### src/rtl/ram_burst_reader.sv
`default_nettype none
// ============================================================================
//  Module   : ram_burst_reader
//  Purpose  : Reads a burst of consecutive words from a synchronous-read RAM
//             port and presents them in order on a valid/ready stream.
//             Addresses wrap from NUM_WORDS-1 back to 0.
//  Revision : 1.0  initial release
// ============================================================================
module ram_burst_reader #(
    parameter int ADDR_BITS = 3,
    parameter int WORD_BITS = 8,
    parameter int NUM_WORDS = 2**ADDR_BITS
) (
    input  logic                 in_clk,
    input  logic                 in_rst,
    input  logic                 in_start,
    input  logic [ADDR_BITS-1:0] in_base_addr,
    input  logic [ADDR_BITS:0]   in_len,
    output logic                 out_busy,
    output logic                 out_done,
    output logic                 out_ram_read_ena,
    output logic                 out_ram_write_ena,
    output logic [ADDR_BITS-1:0] out_ram_addr,
    input  logic [WORD_BITS-1:0] in_ram_data,
    output logic                 out_valid,
    output logic [WORD_BITS-1:0] out_data,
    output logic                 out_last,
    input  logic                 in_ready
);

    typedef enum logic [1:0] {
        S_IDLE = 2'd0,
        S_RUN  = 2'd1,
        S_DONE = 2'd2
    } state_t;

    localparam logic [ADDR_BITS-1:0] c_last_addr = ADDR_BITS'(NUM_WORDS - 1);
    localparam logic [ADDR_BITS-1:0] c_addr_one  = ADDR_BITS'(1);
    localparam logic [ADDR_BITS:0]   c_len_one   = (ADDR_BITS+1)'(1);

    state_t                r_state;
    state_t                w_state_next;

    // Issue side
    logic [ADDR_BITS-1:0]  r_cur_addr;
    logic [ADDR_BITS:0]    r_issue_left;
    logic                  r_ram_read_ena;
    logic [ADDR_BITS-1:0]  r_ram_addr;
    logic                  r_re_last;
    logic                  r_pend;
    logic                  r_pend_last;

    // Two-entry holding buffer, entry 0 is the oldest word
    logic [WORD_BITS-1:0]  r_fifo_data [0:1];
    logic                  r_fifo_last [0:1];
    logic [1:0]            r_fifo_cnt;

    // Stream output register and status flags
    logic                  r_valid;
    logic [WORD_BITS-1:0]  r_data;
    logic                  r_last;
    logic                  r_busy;
    logic                  r_done;

    logic                  w_xfer;
    logic                  w_out_free;
    logic                  w_fifo_pop;
    logic                  w_fifo_push;
    logic                  w_push_idx;
    logic [2:0]            w_hold;
    logic                  w_issue;
    logic [ADDR_BITS-1:0]  w_next_addr;

    // Datapath control: transfer, buffer moves and read-issue throttle.
    // w_hold counts every word that will still need storage after this edge
    // (buffer, read on the RAM bus, read just issued, output if not taken).
    // Storage is the output register plus two buffer entries, so a new read
    // may go out only while that count is at most 2.
    always_comb begin
        w_xfer      = r_valid & in_ready;
        w_out_free  = ~r_valid | w_xfer;
        w_fifo_pop  = w_out_free & (r_fifo_cnt != 2'd0);
        w_fifo_push = r_pend & ~(w_out_free & (r_fifo_cnt == 2'd0));
        w_push_idx  = ((r_fifo_cnt - {1'b0, w_fifo_pop}) == 2'd1);
        w_hold      = {1'b0, r_fifo_cnt} + {2'b00, r_ram_read_ena}
                    + {2'b00, r_pend} + {2'b00, r_valid & ~in_ready};
        w_issue     = (r_state == S_RUN) && (r_issue_left != '0) && (w_hold <= 3'd2);
        w_next_addr = (r_cur_addr == c_last_addr) ? '0 : (r_cur_addr + c_addr_one);
    end

    // Next-state logic: start only honoured in IDLE, DONE lasts one cycle
    always_comb begin
        w_state_next = r_state;
        case (r_state)
            S_IDLE: begin
                if (in_start) begin
                    w_state_next = (in_len == '0) ? S_DONE : S_RUN;
                end
            end
            S_RUN: begin
                if (w_xfer && r_last) begin
                    w_state_next = S_DONE;
                end
            end
            S_DONE:  w_state_next = S_IDLE;
            default: w_state_next = S_IDLE;
        endcase
    end

    // State register
    always_ff @(posedge in_clk or negedge in_rst) begin
        if (!in_rst) begin
            r_state <= S_IDLE;
        end else begin
            r_state <= w_state_next;
        end
    end

    // Registered status outputs derived from the upcoming state
    always_ff @(posedge in_clk or negedge in_rst) begin
        if (!in_rst) begin
            r_busy <= 1'b0;
            r_done <= 1'b0;
        end else begin
            r_busy <= (w_state_next != S_IDLE);
            r_done <= (w_state_next == S_DONE);
        end
    end

    // Read issue: latch burst on start, then walk addresses under the throttle
    always_ff @(posedge in_clk or negedge in_rst) begin
        if (!in_rst) begin
            r_cur_addr     <= '0;
            r_issue_left   <= '0;
            r_ram_read_ena <= 1'b0;
            r_ram_addr     <= '0;
            r_re_last      <= 1'b0;
            r_pend         <= 1'b0;
            r_pend_last    <= 1'b0;
        end else begin
            if ((r_state == S_IDLE) && in_start && (in_len != '0)) begin
                r_cur_addr   <= in_base_addr;
                r_issue_left <= in_len;
            end
            if (w_issue) begin
                r_ram_read_ena <= 1'b1;
                r_ram_addr     <= r_cur_addr;
                r_re_last      <= (r_issue_left == c_len_one);
                r_cur_addr     <= w_next_addr;
                r_issue_left   <= r_issue_left - c_len_one;
            end else begin
                r_ram_read_ena <= 1'b0;
            end
            // Read data appears on the RAM bus the cycle after the enable
            r_pend      <= r_ram_read_ena;
            r_pend_last <= r_re_last;
        end
    end

    // Holding buffer: shift out the head, capture bus data behind it
    always_ff @(posedge in_clk or negedge in_rst) begin
        if (!in_rst) begin
            r_fifo_data[0] <= '0;
            r_fifo_data[1] <= '0;
            r_fifo_last[0] <= 1'b0;
            r_fifo_last[1] <= 1'b0;
            r_fifo_cnt     <= 2'd0;
        end else begin
            if (w_fifo_pop) begin
                r_fifo_data[0] <= r_fifo_data[1];
                r_fifo_last[0] <= r_fifo_last[1];
            end
            if (w_fifo_push) begin
                if (w_push_idx) begin
                    r_fifo_data[1] <= in_ram_data;
                    r_fifo_last[1] <= r_pend_last;
                end else begin
                    r_fifo_data[0] <= in_ram_data;
                    r_fifo_last[0] <= r_pend_last;
                end
            end
            r_fifo_cnt <= r_fifo_cnt + {1'b0, w_fifo_push} - {1'b0, w_fifo_pop};
        end
    end

    // Output register: refill from buffer first, else straight from the bus
    always_ff @(posedge in_clk or negedge in_rst) begin
        if (!in_rst) begin
            r_valid <= 1'b0;
            r_data  <= '0;
            r_last  <= 1'b0;
        end else if (w_out_free) begin
            if (r_fifo_cnt != 2'd0) begin
                r_valid <= 1'b1;
                r_data  <= r_fifo_data[0];
                r_last  <= r_fifo_last[0];
            end else if (r_pend) begin
                r_valid <= 1'b1;
                r_data  <= in_ram_data;
                r_last  <= r_pend_last;
            end else begin
                r_valid <= 1'b0;
                r_last  <= 1'b0;
            end
        end
    end

    assign out_busy          = r_busy;
    assign out_done          = r_done;
    assign out_ram_read_ena  = r_ram_read_ena;
    assign out_ram_write_ena = 1'b0;
    assign out_ram_addr      = r_ram_addr;
    assign out_valid         = r_valid;
    assign out_data          = r_data;
    assign out_last          = r_last;

endmodule
`default_nettype wire

### config.mk
export PLATFORM = sky130hd
export DESIGN_NAME = ram_burst_reader
export DESIGN_NICKNAME = d
export VERILOG_FILES = /design/src/rtl/ram_burst_reader.sv
export SDC_FILE = /design/constraint.sdc
export NUM_CORES = 1
export LEC_CHECK = 0
export ABC_CLOCK_PERIOD_IN_PS = 3200
export CORE_MARGIN = 2
export CORE_UTILIZATION = 27
export CTS_BUF_LIST = sky130_fd_sc_hd__clkbuf_4 sky130_fd_sc_hd__clkbuf_8
export DETAILED_ROUTE_END_ITERATION = 7
export DONT_BUFFER_PORTS = 1
export PLACE_DENSITY_LB_ADDON = 0.3
export SLEW_MARGIN = 20
export SYNTH_ARGS = -nofsm -noshare
export SYNTH_HDL_FRONTEND = slang
export SYNTH_SLANG_ARGS = --single-unit
### constraint.sdc
create_clock -name in_clk -period 3.2 [get_ports in_clk]
set_clock_uncertainty 0.15 [all_clocks]
set_input_delay 0.32 -clock in_clk [delete_from_list [all_inputs] [get_ports in_clk]]
set_output_delay 0.32 -clock in_clk [all_outputs]
set_load 0.005 [all_outputs]
=== Yosys cells after proc, flatten, opt, wreduce, memory -nomap -nowiden ===
Cells that the tools add are included.
Widths: inputs -> output; s select.

* Register bits after elaboration: 48
* Bits of input ports: 19

* Reduce and logical (&&, ||, !) cells: 16
* Bitwise operators: 9
* Mux-type cells: 24
* Eq/ne operators: 5
* Magnitude comparators: 1
* Add/sub/neg operators: 8

{| class="wikitable"
|+ Operators with widths
! cell !! number
|-
| $mux 8 || 5
|-
| $mux 16 || 1
|-
| $mux 3 || 3
|-
| $mux 1 || 8
|-
| $mux 2 || 4
|-
| $mux 4 || 2
|-
| $reduce_bool 2->1 || 4
|-
| $reduce_bool 4->1 || 2
|-
| $add 3x1->3 || 2
|-
| $and 1x1->1 || 5
|-
| $logic_and 1x1->1 || 5
|-
| $eq 2x1->1 const B || 2
|-
| $eq 4x1->1 const B || 1
|-
| $logic_not 2->1 || 2
|-
| $logic_not 4->1 || 1
|-
| $pmux 2 s2 || 1
|-
| $reduce_and 2->1 || 2
|-
| $sub 2x1->2 || 2
|-
| $sub 4x1->4 const B || 1
|-
| $add 2x1->3 || 1
|-
| $add 3x1->3 const B || 1
|-
| $eq 3x3->1 const B || 1
|-
| $le 3x2->1 const B || 1
|-
| $not 1->1 || 3
|-
| 3 further kinds || 3
|}

=== Logic depth before layout (Yosys ltp) ===
* Depth in word-level cells: 7
* Mapped depth: 12
* Gate-level depth less buffers: 11

=== Worst setup path after synthesis ===
No wires, ideal clock.

* Path kind: register to register
* Start point: register r_valid, in the netlist out_valid
* End point: register r_ram_addr[0], in the netlist out_ram_addr[0]
* Cell stages (with the launch flop): 12
* Data arrival time: 2,590 ps
* Library setup time: 125 ps
* Slack: 336 ps
* Period minus slack after synthesis: 2,864 ps
* Buffers on the path: 1
* Cell sequence: dfrtp_1 nor2b_4 inv_2 fa_1 inv_1 ha_1 inv_1 fa_1 inv_1 a221oi_2 buf_2 mux2_2

* Cells in the longest elaborated chain, start to end: 4

{| class="wikitable"
|+ RTL lines
! what !! RTL line !! source
|-
| start, declared || 59 || <nowiki>logic r_valid;</nowiki>
|-
| start signal, assigned || 189 || <nowiki>r_valid <= 1'b0;</nowiki>
|-
| start signal, assigned || 194 || <nowiki>r_valid <= 1'b1;</nowiki>
|-
| start signal, assigned || 198 || <nowiki>r_valid <= 1'b1;</nowiki>
|-
| $and 1x1->1 || 86 || <nowiki>+ {2'b00, r_pend} + {2'b00, r_valid & ~in_ready};</nowiki>
|-
| $add 3x1->3 || 86 ||
|-
| $le 3x2->1 || 87 || <nowiki>w_issue = (r_state == S_RUN) && (r_issue_left != '0) && (w_hold <= 3'd2);</nowiki>
|-
| $logic_and 1x1->1 || 87 ||
|-
| end signal, assigned || 147 || <nowiki>r_ram_addr <= r_cur_addr;</nowiki>
|-
| end, declared || 48 || <nowiki>logic [ADDR_BITS-1:0] r_ram_addr;</nowiki>
|}

No other way between the ends.
A chain may end at the register's enable or synchronous reset.

=== Worst setup path in the final report ===
Same ends and word-level chain as after synthesis.

==> flow_metrics.env <==
export IMPL_run_status="finished, final reports clean"
export IMPL_holdPathEnd="r_issue_left[0]"
export IMPL_antennaDiodeCount=0
export IMPL_r2r_setup_slack_ns=0.21
export IMPL_clk_pin_slew_ns=0.09
export IMPL_via_count=1460
export IMPL_hold_viol=0
export IMPL_path_max_fanout=10
export IMPL_yosys_most_used_dff="dfrtp_1"
export IMPL_relSlewSlack_pct=56.1
export IMPL_drive_gt1_share_pct=25.7
export IMPL_maxCapViolations=0
export IMPL_synth_seq_area_share_pct=51.3
export IMPL_rsz0062_at_grt="false"
export IMPL_fillerInstances=838
export IMPL_grt_pass1_wl_um=7650
export IMPL_grt_max_degree=49
export IMPL_die_y_um=97.1
export IMPL_fin_crit_sh_pct=93.5
export IMPL_rows=33
export IMPL_reg2reg_depth=11
export IMPL_worstReg2RegEnd="out_ram_addr[0]"
export IMPL_cp_required_ns=3.24
export IMPL_reg2reg_from="out_valid"
export IMPL_final_common_cell="dfrtp_1"
export IMPL_final_cell_mix="dfrtp_1 (47), mux2_2 (29), nor2_1 (16)"
export IMPL_crit_chain="nor2b_4 -> inv_2 -> fa_1 -> inv_1 -> ha_1 -> inv_1 -> fa_1 -> inv_1 -> a221oi_4 -> buf_6 -> mux2_2"
export IMPL_drv_slew=0
export IMPL_cts_root_buf="clkbuf_8"
export IMPL_die_w_um=97.1
export IMPL_hp_start="in_len[0]"
export IMPL_endpoint_kind="flip-flop"
export IMPL_dr_pass1_iters=4
export IMPL_start_util_pct=28.2
export IMPL_critPathTopFamily="adder cells"
export IMPL_syn_area_um2=2340
export IMPL_path_class="flip-flop to flip-flop"
export IMPL_first_iter_violations=81
export IMPL_wl_um=4510
export IMPL_finalNetCount=239
export IMPL_grt_overflow=0
export IMPL_ir_drop_mv=0.264
export IMPL_grt_pass1_vias=1484
export IMPL_worst_path_buf_inv=5
export IMPL_avgSynthCellArea_um2=12.1
export IMPL_routedWlPerCell_um=14.3
export IMPL_drcViolationCount=0
export IMPL_power_leakage_nw=1.20
export IMPL_tns_ns=0
export IMPL_min_delay_path_class="input port to flip-flop"
export IMPL_viasPerCell=4.63
export IMPL_hold_depth=2
export IMPL_core_um2=8300
export IMPL_critPathLaunchType="flip-flop"
export IMPL_fmax_ghz=0.334
export IMPL_hpwl_um=3050
export IMPL_max_stage_delay_ns=0.48
export IMPL_cp_slowest_cell="fa_1"
export IMPL_synth_edf_count=0
export IMPL_synth_fp_nets=224
export IMPL_async_flop_share_pct=100
export IMPL_setup_viol=0
export IMPL_synth_cells=194
export IMPL_cts_sink_count=48
export IMPL_numCtsBuffers=5
export IMPL_post_cts_buffers=0
export IMPL_boundaryPins=36
export IMPL_h_tree_depth=2
export IMPL_power_density_nw_per_um2=1080
export IMPL_cp_startpoint="out_valid"
export IMPL_yosysWarnings=0
export IMPL_period_minus_slack_ns=2.99
export IMPL_clkLatencyLatePin_ns=0.30
export IMPL_arrival_ns=3.03
export IMPL_ys_ff_latch=48
export IMPL_post_place_ws_ns=0.191
export IMPL_tightest_slew_ns=0.657
export IMPL_grt_usage_pct=10.0
export IMPL_finalWorstSetupSlack_ns=0.209
export IMPL_ant_nets=0
export IMPL_crit_top_cell="inv_1"
export IMPL_cts_buffer_depth=2
export IMPL_dieArea_um2=9440
export IMPL_syn_to_final_growth_pct=15.8
export IMPL_place_gp_congestion=0.746
export IMPL_synthDistinctLibCells=38
export IMPL_io_buffers=0
export IMPL_tritoncts="done"
export IMPL_antenna_found_initial=0
final cells by class:
class | count | area, um^2 | area share [%]
Clock inverter | 2 | 35.0 | 1.29
Multi-Input combinational cell | 126 | 1070 | 39.4
Sequential cell | 48 | 1200 | 44.3
Clock buffer | 6 | 76.3 | 2.81
Timing Repair Buffer | 14 | 146 | 5.40
Tap cell | 105 | 131 | 4.84
Inverter | 14 | 52.6 | 1.94
cells by family (layout without fill, tap and decap cells):
family,count (synthesis),after routing,share of synthesized area [%]
flip-flops,48,48,51.3
multiplexers,42,42,19.6
AND/OR/NAND/NOR,38,38,8.01
AO/OA/AOI/OAI,30,30,9.13
buffers and inverters,20,36,3.85
adder cells (fa/ha/maj),11,11,6.52
XOR/XNOR,4,4,1.50
other,1,1,0.160
repair_timing:
| item | 4_1_cts | 5_1_grt |
|---|---|---|
| hold buffers | 3 | 6 |
| resized for setup | 0 | 4 |
| endpoints found under the hold margin | 49 | 7 |
| setup endpoints to repair | 0 | 4 |
synthesized netlist by cell type (all sizes together), types with 2 or more instances:
| master | count | area [um^2] |
|---|---|---|
| a221oi | 3 | 32.5 |
| nor3 | 2 | 10.0 |
| nor2 | 18 | 72.6 |
| nand3 | 4 | 20.0 |
| a21oi | 13 | 65.1 |
| nand3b | 2 | 15.0 |
| inv | 14 | 52.6 |
| xor2 | 2 | 17.5 |
| mux2 | 30 | 338 |
| mux2i | 12 | 120 |
| nand2 | 6 | 22.5 |
| dfrtp | 48 | 1200 |
| ha | 9 | 113 |
| a22o | 2 | 17.5 |
| fa | 2 | 40.0 |
| a21o | 2 | 15.0 |
| xnor2 | 2 | 17.5 |
| o21ai | 6 | 33.8 |
| buf | 5 | 33.8 |
worst max-delay path by stage:
stage / slack [ns] / end / cells after the start
finish: 0.21 / out_ram_addr[0] / 11
global route: 0.03 / out_ram_addr[0] / 11
CTS: 0.15 / out_ram_addr[0] / 11
detailed placement: 0.19 / out_ram_addr[0] / 11
global placement: 0.21 / out_ram_addr[1] / 11
floorplan: 0.34 / out_ram_addr[0] / 11
flip-flops by register name, indices dropped and copies added, names as in the netlist, 2 cells and up:
register	flops
r_fifo_data	16
out_data	8
r_issue_left	4
out_ram_addr	3
r_cur_addr	3
r_fifo_cnt	2
r_fifo_last	2
r_state	2
metrics by stage:
| step | utilization [%] | power, mW | hold slack (ns) | instance area [um^2] | std cells |
|---|---|---|---|---|---|
| 4_1_cts | 31.6 | 2.88 | 0.00266 | 2630 | 308 |
| 3_3_place_gp | 29.7 | 2.39 | -0.124 | 2470 | 297 |
| 5_1_grt | 32.7 | 3.20 | 0.00213 | 2710 | 315 |
| 6_report | 32.7 | 2.93 | 0.0131 | 2710 | 315 |
| 3_5_place_dp | 29.7 | 2.41 | -0.124 | 2470 | 297 |
| 2_1_floorplan | - | 2.15 | -0.126 | 2340 | 194 |
power breakdown:
group | leakage, nW | switching, mW | internal, mW
Combinational | 0.557 | 0.648 | 0.693
Sequential | 0.583 | 0.233 | 0.910
Clock | 0.0586 | 0.203 | 0.241
layer usage:
metal / wire length, um / GRT usage, % / vias to the layer above
met5: 0 / 0 / -
met4: 88 / 4.23 / 0
met3: 234 / 3.24 / 6
met2: 2190 / 16.3 / 21
met1: 2000 / 12.2 / 723
li1: - / - / 710
(Power assumes the default switching activity.)
